==> config.mk <==
export PLATFORM = sky130hd
export DESIGN_NAME = ifetch_ctrl
export DESIGN_NICKNAME = d
export VERILOG_FILES = /design/src/rtl/ifetch_ctrl.sv
export SDC_FILE = /design/constraint.sdc
export NUM_CORES = 1
export LEC_CHECK = 0
export ABC_CLOCK_PERIOD_IN_PS = 5800
export CORE_ASPECT_RATIO = 0.6
export CORE_MARGIN = 2
export CORE_UTILIZATION = 35
export DETAILED_ROUTE_END_ITERATION = 10
export PLACE_DENSITY = 0.69
export SLEW_MARGIN = 20
export SYNTH_ARGS = -nofsm -noshare
export SYNTH_HDL_FRONTEND = slang
export SYNTH_SLANG_ARGS = --single-unit
==> constraint.sdc <==
create_clock -name clk -period 5.8 [get_ports clk]
set_input_delay 1.16 -clock clk [delete_from_list [all_inputs] [get_ports clk]]
set_output_delay 1.16 -clock clk [all_outputs]
set_load 0.05 [all_outputs]
==> src/rtl/ifetch_ctrl.sv <==
// ifetch_ctrl: instruction-fetch controller.
// Loads the external pc register, issues one word fetch at a time,
// buffers returned words in a small FIFO and presents them to decode
// over a valid/ready handshake. Branch/jump redirects flush the buffer
// and discard any in-flight response.
// Optional feature macro: IFETCH_MISALIGN_TRAP_EN (adds fetch_misalign
// and stalls fetching after a misaligned redirect target).
module ifetch_ctrl #(
  parameter logic [31:0] RESET_VEC  = 32'h0000_0000,
  parameter int          FIFO_DEPTH = 2
) (
  input  logic        clk,
  input  logic        rst,
  input  logic [31:0] pc_in,
  output logic [31:0] pc_next,
  output logic        pc_write_en,
  output logic        imem_req,
  output logic [31:0] imem_addr,
  input  logic        imem_gnt,
  input  logic        imem_rvalid,
  input  logic [31:0] imem_rdata,
  input  logic        redirect_valid,
  input  logic [31:0] redirect_pc,
  output logic        inst_valid,
  input  logic        inst_ready,
  output logic [31:0] inst_data,
  output logic [31:0] inst_pc
`ifdef IFETCH_MISALIGN_TRAP_EN
  ,
  output logic        fetch_misalign
`endif
);

  localparam int AW = (FIFO_DEPTH > 2) ? $clog2(FIFO_DEPTH) : 1;

  typedef enum logic [1:0] {
    BOOT = 2'd0,
    REQ  = 2'd1,
    WAIT = 2'd2
  } state_t;

  state_t        state_r;
  logic          outstanding_r;
  logic          drop_r;
  logic [AW:0]   cnt_r;
  logic [AW-1:0] rd_ptr_r;
  logic [AW-1:0] wr_ptr_r;
  logic [31:0]   data_mem_r [FIFO_DEPTH];
  logic [31:0]   pc_mem_r   [FIFO_DEPTH];

  logic          redirect_s;
  logic [31:0]   redirect_target_s;
  logic          fetch_block_s;
  logic [AW:0]   occupancy_s;
  logic          req_s;
  logic          gnt_s;
  logic          push_s;
  logic          pop_s;

  // Redirects are ignored while the PC is still being loaded from reset.
  assign redirect_s = redirect_valid && (state_r != BOOT);

`ifdef IFETCH_MISALIGN_TRAP_EN
  logic misalign_r;

  // Raw target is loaded; a misaligned one parks the fetcher instead.
  assign redirect_target_s = redirect_pc;
  assign fetch_block_s     = misalign_r;
  assign fetch_misalign    = misalign_r;

  // Misalign flag follows the alignment of the most recent redirect.
  always_ff @(posedge clk or posedge rst) begin
    if (rst) begin
      misalign_r <= 1'b0;
    end else if (redirect_s) begin
      misalign_r <= (redirect_pc[1:0] != 2'b00);
    end else begin
      misalign_r <= misalign_r;
    end
  end
`else
  logic unused_redirect_lsb_s;

  // Without the trap, the low target bits are simply cleared.
  assign redirect_target_s     = {redirect_pc[31:2], 2'b00};
  assign fetch_block_s         = 1'b0;
  assign unused_redirect_lsb_s = ^redirect_pc[1:0];
`endif

  // Buffered plus in-flight words must never exceed the buffer size.
  assign occupancy_s = cnt_r + {{AW{1'b0}}, outstanding_r};
  assign req_s       = (state_r == REQ) && (occupancy_s < (AW+1)'(FIFO_DEPTH)) && !fetch_block_s;
  assign gnt_s       = req_s && imem_gnt;
  assign push_s      = (state_r == WAIT) && imem_rvalid && !drop_r && !redirect_s;
  assign pop_s       = (cnt_r != '0) && inst_ready && !redirect_s;

  assign imem_req   = req_s;
  assign imem_addr  = req_s ? pc_in : 32'h0000_0000;
  assign inst_valid = (cnt_r != '0);
  assign inst_data  = data_mem_r[rd_ptr_r];
  assign inst_pc    = pc_mem_r[rd_ptr_r];

  // PC load strobe: reset vector, then redirect, then sequential advance on grant.
  always_comb begin
    pc_write_en = 1'b0;
    pc_next     = 32'h0000_0000;
    if (rst) begin
      pc_write_en = 1'b0;
      pc_next     = 32'h0000_0000;
    end else if (state_r == BOOT) begin
      pc_write_en = 1'b1;
      pc_next     = RESET_VEC;
    end else if (redirect_s) begin
      pc_write_en = 1'b1;
      pc_next     = redirect_target_s;
    end else if (gnt_s) begin
      pc_write_en = 1'b1;
      pc_next     = pc_in + 32'd4;
    end else begin
      pc_write_en = 1'b0;
      pc_next     = 32'h0000_0000;
    end
  end

  // Fetch FSM: one outstanding request, drop flag marks a stale response.
  always_ff @(posedge clk or posedge rst) begin
    if (rst) begin
      state_r       <= BOOT;
      outstanding_r <= 1'b0;
      drop_r        <= 1'b0;
    end else begin
      case (state_r)
        BOOT: begin
          state_r <= REQ;
        end
        REQ: begin
          if (gnt_s) begin
            state_r       <= WAIT;
            outstanding_r <= 1'b1;
            drop_r        <= redirect_s;
          end else begin
            state_r <= REQ;
          end
        end
        WAIT: begin
          if (imem_rvalid) begin
            state_r       <= REQ;
            outstanding_r <= 1'b0;
            drop_r        <= 1'b0;
          end else if (redirect_s) begin
            drop_r <= 1'b1;
          end else begin
            drop_r <= drop_r;
          end
        end
        default: begin
          state_r       <= BOOT;
          outstanding_r <= 1'b0;
          drop_r        <= 1'b0;
        end
      endcase
    end
  end

  // Instruction buffer: push from memory, pop to decode, flush on redirect.
  always_ff @(posedge clk or posedge rst) begin
    if (rst) begin
      cnt_r    <= '0;
      rd_ptr_r <= '0;
      wr_ptr_r <= '0;
      for (int i = 0; i < FIFO_DEPTH; i++) begin
        data_mem_r[i] <= 32'h0000_0000;
        pc_mem_r[i]   <= 32'h0000_0000;
      end
    end else if (redirect_s) begin
      cnt_r    <= '0;
      rd_ptr_r <= '0;
      wr_ptr_r <= '0;
    end else begin
      if (push_s) begin
        data_mem_r[wr_ptr_r] <= imem_rdata;
        pc_mem_r[wr_ptr_r]   <= pc_in - 32'd4;
        wr_ptr_r             <= wr_ptr_r + AW'(1);
      end
      if (pop_s) begin
        rd_ptr_r <= rd_ptr_r + AW'(1);
      end
      case ({push_s, pop_s})
        2'b10:   cnt_r <= cnt_r + (AW+1)'(1);
        2'b01:   cnt_r <= cnt_r - (AW+1)'(1);
        default: cnt_r <= cnt_r;
      endcase
    end
  end

endmodule

==> results.md <==
Synthesis:
- The synthesized netlist occupies a cell area of roughly 0.0077 mm^2.
- The synthesized design spends more area on one cell type than any other, namely sky130_fd_sc_hd__dfrtp_1.
- For this run, the number of Yosys warnings is 0.
- Synthesis produced a netlist whose cell count is approximately 860.
- The fraction of registers with async set/reset is 100%.
- For this run, the leading register cell type out of synthesis is sky130_fd_sc_hd__dfrtp_1.
- The synthesized flop and latch total is 136.
- Of the post-synthesis cell area, the dominant cell type holds around 44%.
- The net count after synthesis is around 960.
- In this run, synthesis inferred 0 flip-flops with an integrated enable.
- Ranked by total cell area, the synthesized netlist is headed by sky130_fd_sc_hd__dfrtp_1, sky130_fd_sc_hd__mux2_2, sky130_fd_sc_hd__nand2_1.
- In this run the mean area of a mapped cell was between 9 and 10 um^2.
- The part of the Yosys area used for sequential elements is between 40% and 50%.
- The count of unique library cells instantiated by Yosys is between 40 and 50.

Route:
- The number of routed nets with antenna violations is 0.
- The number of design rule violations left after detail routing is 0.
- The iteration count of the initial detailed-routing pass is 5.
- The initial detailed-routing violation count is 282.
- Using the TritonRoute via totals, the vias-per-cell ratio works out to roughly 4.9.
- The detailed router placed roughly 6600 vias in this run.
- The average wire per cell in the routed design is approximately 16 um.
- After detailed routing, the total wire length is between 20 and 25 mm.

Run:
- Max-cap violations in this run came to 0.

Clock tree:
- Buffers inserted during clock tree synthesis total 17.
- The post-CTS setup buffer count is 0.
- Counting every sink on the clock net gives around 140.
- At the later pin of the worst-skew pair, clock insertion delay measures between 400 and 500 ps.
- The H-tree was split into 4 levels.
- The cts-stage hold buffer count is 0.
- The clock root buffer master is sky130_fd_sc_hd__clkbuf_16.
- The maximum clock insertion buffer count is 2.
- Post-CTS repair changed the size of 0 cells.
- Clock-pin slew was measured on the worst setup and hold paths at 60 ps.
- The CTS tree is done.

Min path:
- The classification of the worst-slack hold path is reg -> reg.
- In this run the most critical hold path is launched from data_mem_r[54].
- Counting instances, the worst hold path has a depth of 2.

Global route:
- The layer flagged by global routing as most heavily used is met2.
- The number of antenna violations at the first check in global routing is 0.
- Global routing used 27.4% of the available met1 tracks.
- The global-route usage over all layers is 19.0%.
- The via count of the first global-routing pass is approximately 6600.
- Global routing consumed, on the met3 layer, approximately 4.4% of the routing resources.
- Entering global routing, the biggest net connects just over 100 pins.
- The total congestion overflow after global routing is 0.
- The first global-routing pass estimated ~35 mm of wire.
- Global routing used between 20% and 30% of the available met2 tracks.

Worst setup path:
- Traced cell by cell, the critical path runs through clkdlybuf4s50_1, and3_1, nand4_1, nor3_1, xnor2_1, o21ai_0, clkdlybuf4s50_1.
- The stage delay of the slowest cell on the critical path is about 830 ps.
- At the worst endpoint, the required time is between 4000 and 5000 ps.
- The most repeated library cell on the critical path is sky130_fd_sc_hd__clkdlybuf4s50_1.
- The worst register-to-register path has a depth of 8.
- The startpoint identified for the worst register-to-register timing path is state_r[0].
- The worst endpoint data arrival time is approximately 4100 ps.
- STA classifies the critical path endpoint as an output port.
- The startpoint-to-endpoint class of the critical path is in -> out.
- In this run the worst path has a maximum fanout of 11.
- For this design, the slowest cell found on the critical path is sky130_fd_sc_hd__clkdlybuf4s50_1.
- The most critical setup path has its startpoint at pc_in[5].
- STA classifies the critical path startpoint as an input port.

STA:
- The number of hold violations in the final report was 0.
- The summed negative setup slack over all endpoints is 0 ps.
- The minimum period implied by the final worst setup slack is ~5300 ps.
- For the final database, setup skew stands at roughly 8.7 ps.
- Setup violations remaining at the end of the flow were counted as 0.
- For the pin with the worst max-slew slack, the measured transition is about 1000 ps.
- The final count of pins violating max slew came to 0.
- Static timing analysis puts the maximum clock frequency at approximately 190 MHz.
- Setup repair after global routing left no endpoint under its margin.
- The worst path uses about nine tenths of the clock period.
- The worst hold slack is 472 ps.
- In this run the tightest slew margin relative to its limit is about 32%.

Die:
- The count of standard-cell rows is 42.
- After floorplanning, the core was sized to cover between 0.02 and 0.025 mm^2.
- The die extent in y is approximately 120 um.
- The starting density of the core is between 30% and 40%.
- The die area is between 0.02 and 0.025 mm^2.
- The number of top-level pins is between 200 and 250.
- The horizontal die dimension is 196 um.

Outcome:
- The run finished with clean final reports.

Cells and area:
- 0 antenna diodes ended up in the layout.
- The most frequent standard cell in the layout excluding fill and tap cells is sky130_fd_sc_hd__clkdlybuf4s50_1.
- The top cell types in the final layout, fill and taps aside, are sky130_fd_sc_hd__clkdlybuf4s50_1, sky130_fd_sc_hd__nand2_1, sky130_fd_sc_hd__dfrtp_1.
- Relative to the synthesized area, the layout overhead comes to 40.2%.
- In the final design database the tool counted about 1200 nets.
- The ratio of cells with drive above 1 in the final layout is roughly 16%.
- The number of standard cells in the layout, taps in and fillers out is roughly 1400.
- The fill cell instance count of the final layout is around 2100.

Power:
- In this run the static leakage power is roughly 4.6 nW.
- The total power divided by cell area is ~560 mW/mm^2.
- IR analysis of the VDD net gives a maximum drop of 0.417 mV.

Placement:
- The weighted congestion at the end of routability-driven global placement is 0.801.
- The number of I/O port buffers is 230.
- In this run, placement finished with an instance count of 1318.
- After legalization and detailed placement, the total HPWL measured around 15 mm.
## worst paths after layout
| path | to | slack, ps |
|---|---|---|
| max in group asynchronous | pc_mem_r[50] | 3330 |
| worst min-delay path | data_mem_r[54] | 470 |
| worst max-delay path | pc_next[21] | 540 |
| min in group asynchronous | outstanding_r | 1420 |
| worst max register to register | data_mem_r[19] | 2960 |
| worst min register to register | data_mem_r[54] | 470 |
## power breakdown
part	total, mW	switching (mW)	internal (mW)
sequential	1.63	0.250	1.38
combinational	3.34	2.10	1.23
clock	1.11	0.427	0.679
## Yosys cell counts, types with 8 or more instances
cell	n
sky130_fd_sc_hd__nand2_1	202
sky130_fd_sc_hd__dfrtp_1	136
sky130_fd_sc_hd__mux2_2	98
sky130_fd_sc_hd__o21ai_0	69
sky130_fd_sc_hd__clkbuf_1	51
sky130_fd_sc_hd__and2_1	34
sky130_fd_sc_hd__xnor2_1	33
sky130_fd_sc_hd__nor2_1	32
sky130_fd_sc_hd__xor2_1	27
sky130_fd_sc_hd__nand3_1	24
sky130_fd_sc_hd__nor3_1	23
sky130_fd_sc_hd__o21ai_1	16
sky130_fd_sc_hd__buf_2	12
sky130_fd_sc_hd__nand4_1	11
sky130_fd_sc_hd__a21oi_1	10
sky130_fd_sc_hd__inv_1	10
sky130_fd_sc_hd__nor4_1	8
## through the flow
| step | utilization (%) | cell area, um^2 | power [mW] | worst slack [ps] |
|---|---|---|---|---|
| 2_1_floorplan | - | 7730 | 3.91 | 1000 |
| 3_3_place_gp | 46.8 | 10200 | 4.95 | 594 |
| 3_5_place_dp | 46.8 | 10200 | 5.00 | 569 |
| 4_1_cts | 49.6 | 10800 | 6.14 | 566 |
| 5_1_grt | 49.6 | 10800 | 6.42 | 296 |
| 6_report | 49.6 | 10800 | 6.08 | 545 |
## flip-flops by register name (all words and copies together), names as in the netlist
name,count
pc_mem_r,64
state_r,2
outstanding_r,1
drop_r,1
cnt_r,2
wr_ptr_r,1
data_mem_r,64
rd_ptr_r,1
## worst max-delay path, delay by kind of cell
kind | cells | cell delay (ps)
buf+inv | 2 | 1500
simple gates | 3 | 1170
compound gates | 1 | 150
xor+xnor | 1 | 100
## layout make-up
class,instances,area [um^2],area share (%)
clock buffers,18,429,3.96
multi-input cells,638,4020,37.0
repair buffers,248,2420,22.3
inverters,10,42.5,0.392
clock inverters,14,175,1.62
well taps,286,358,3.30
flip-flops and latches,136,3400,31.4
## routing by layer
metal / vias to the layer above / share of wire (%) / wire length, um
li1: 3262 / - / -
met1: 3180 / 51 / 11000
met2: 165 / 43 / 9440
met3: 11 / 5.4 / 1170
met4: 0 / 0.59 / 129
met5: - / 0 / 0
## cells by family after synthesis
family | Yosys count | share of synthesized area [%]
mux | 99 | 14.4
fa+ha+maj | 6 | 0.971
simple gates | 368 | 22.2
buf+inv | 82 | 4.42
xor+xnor | 60 | 6.79
flops | 136 | 44.0
compound gates | 105 | 7.20
Power figures use the tool's default switching activity.
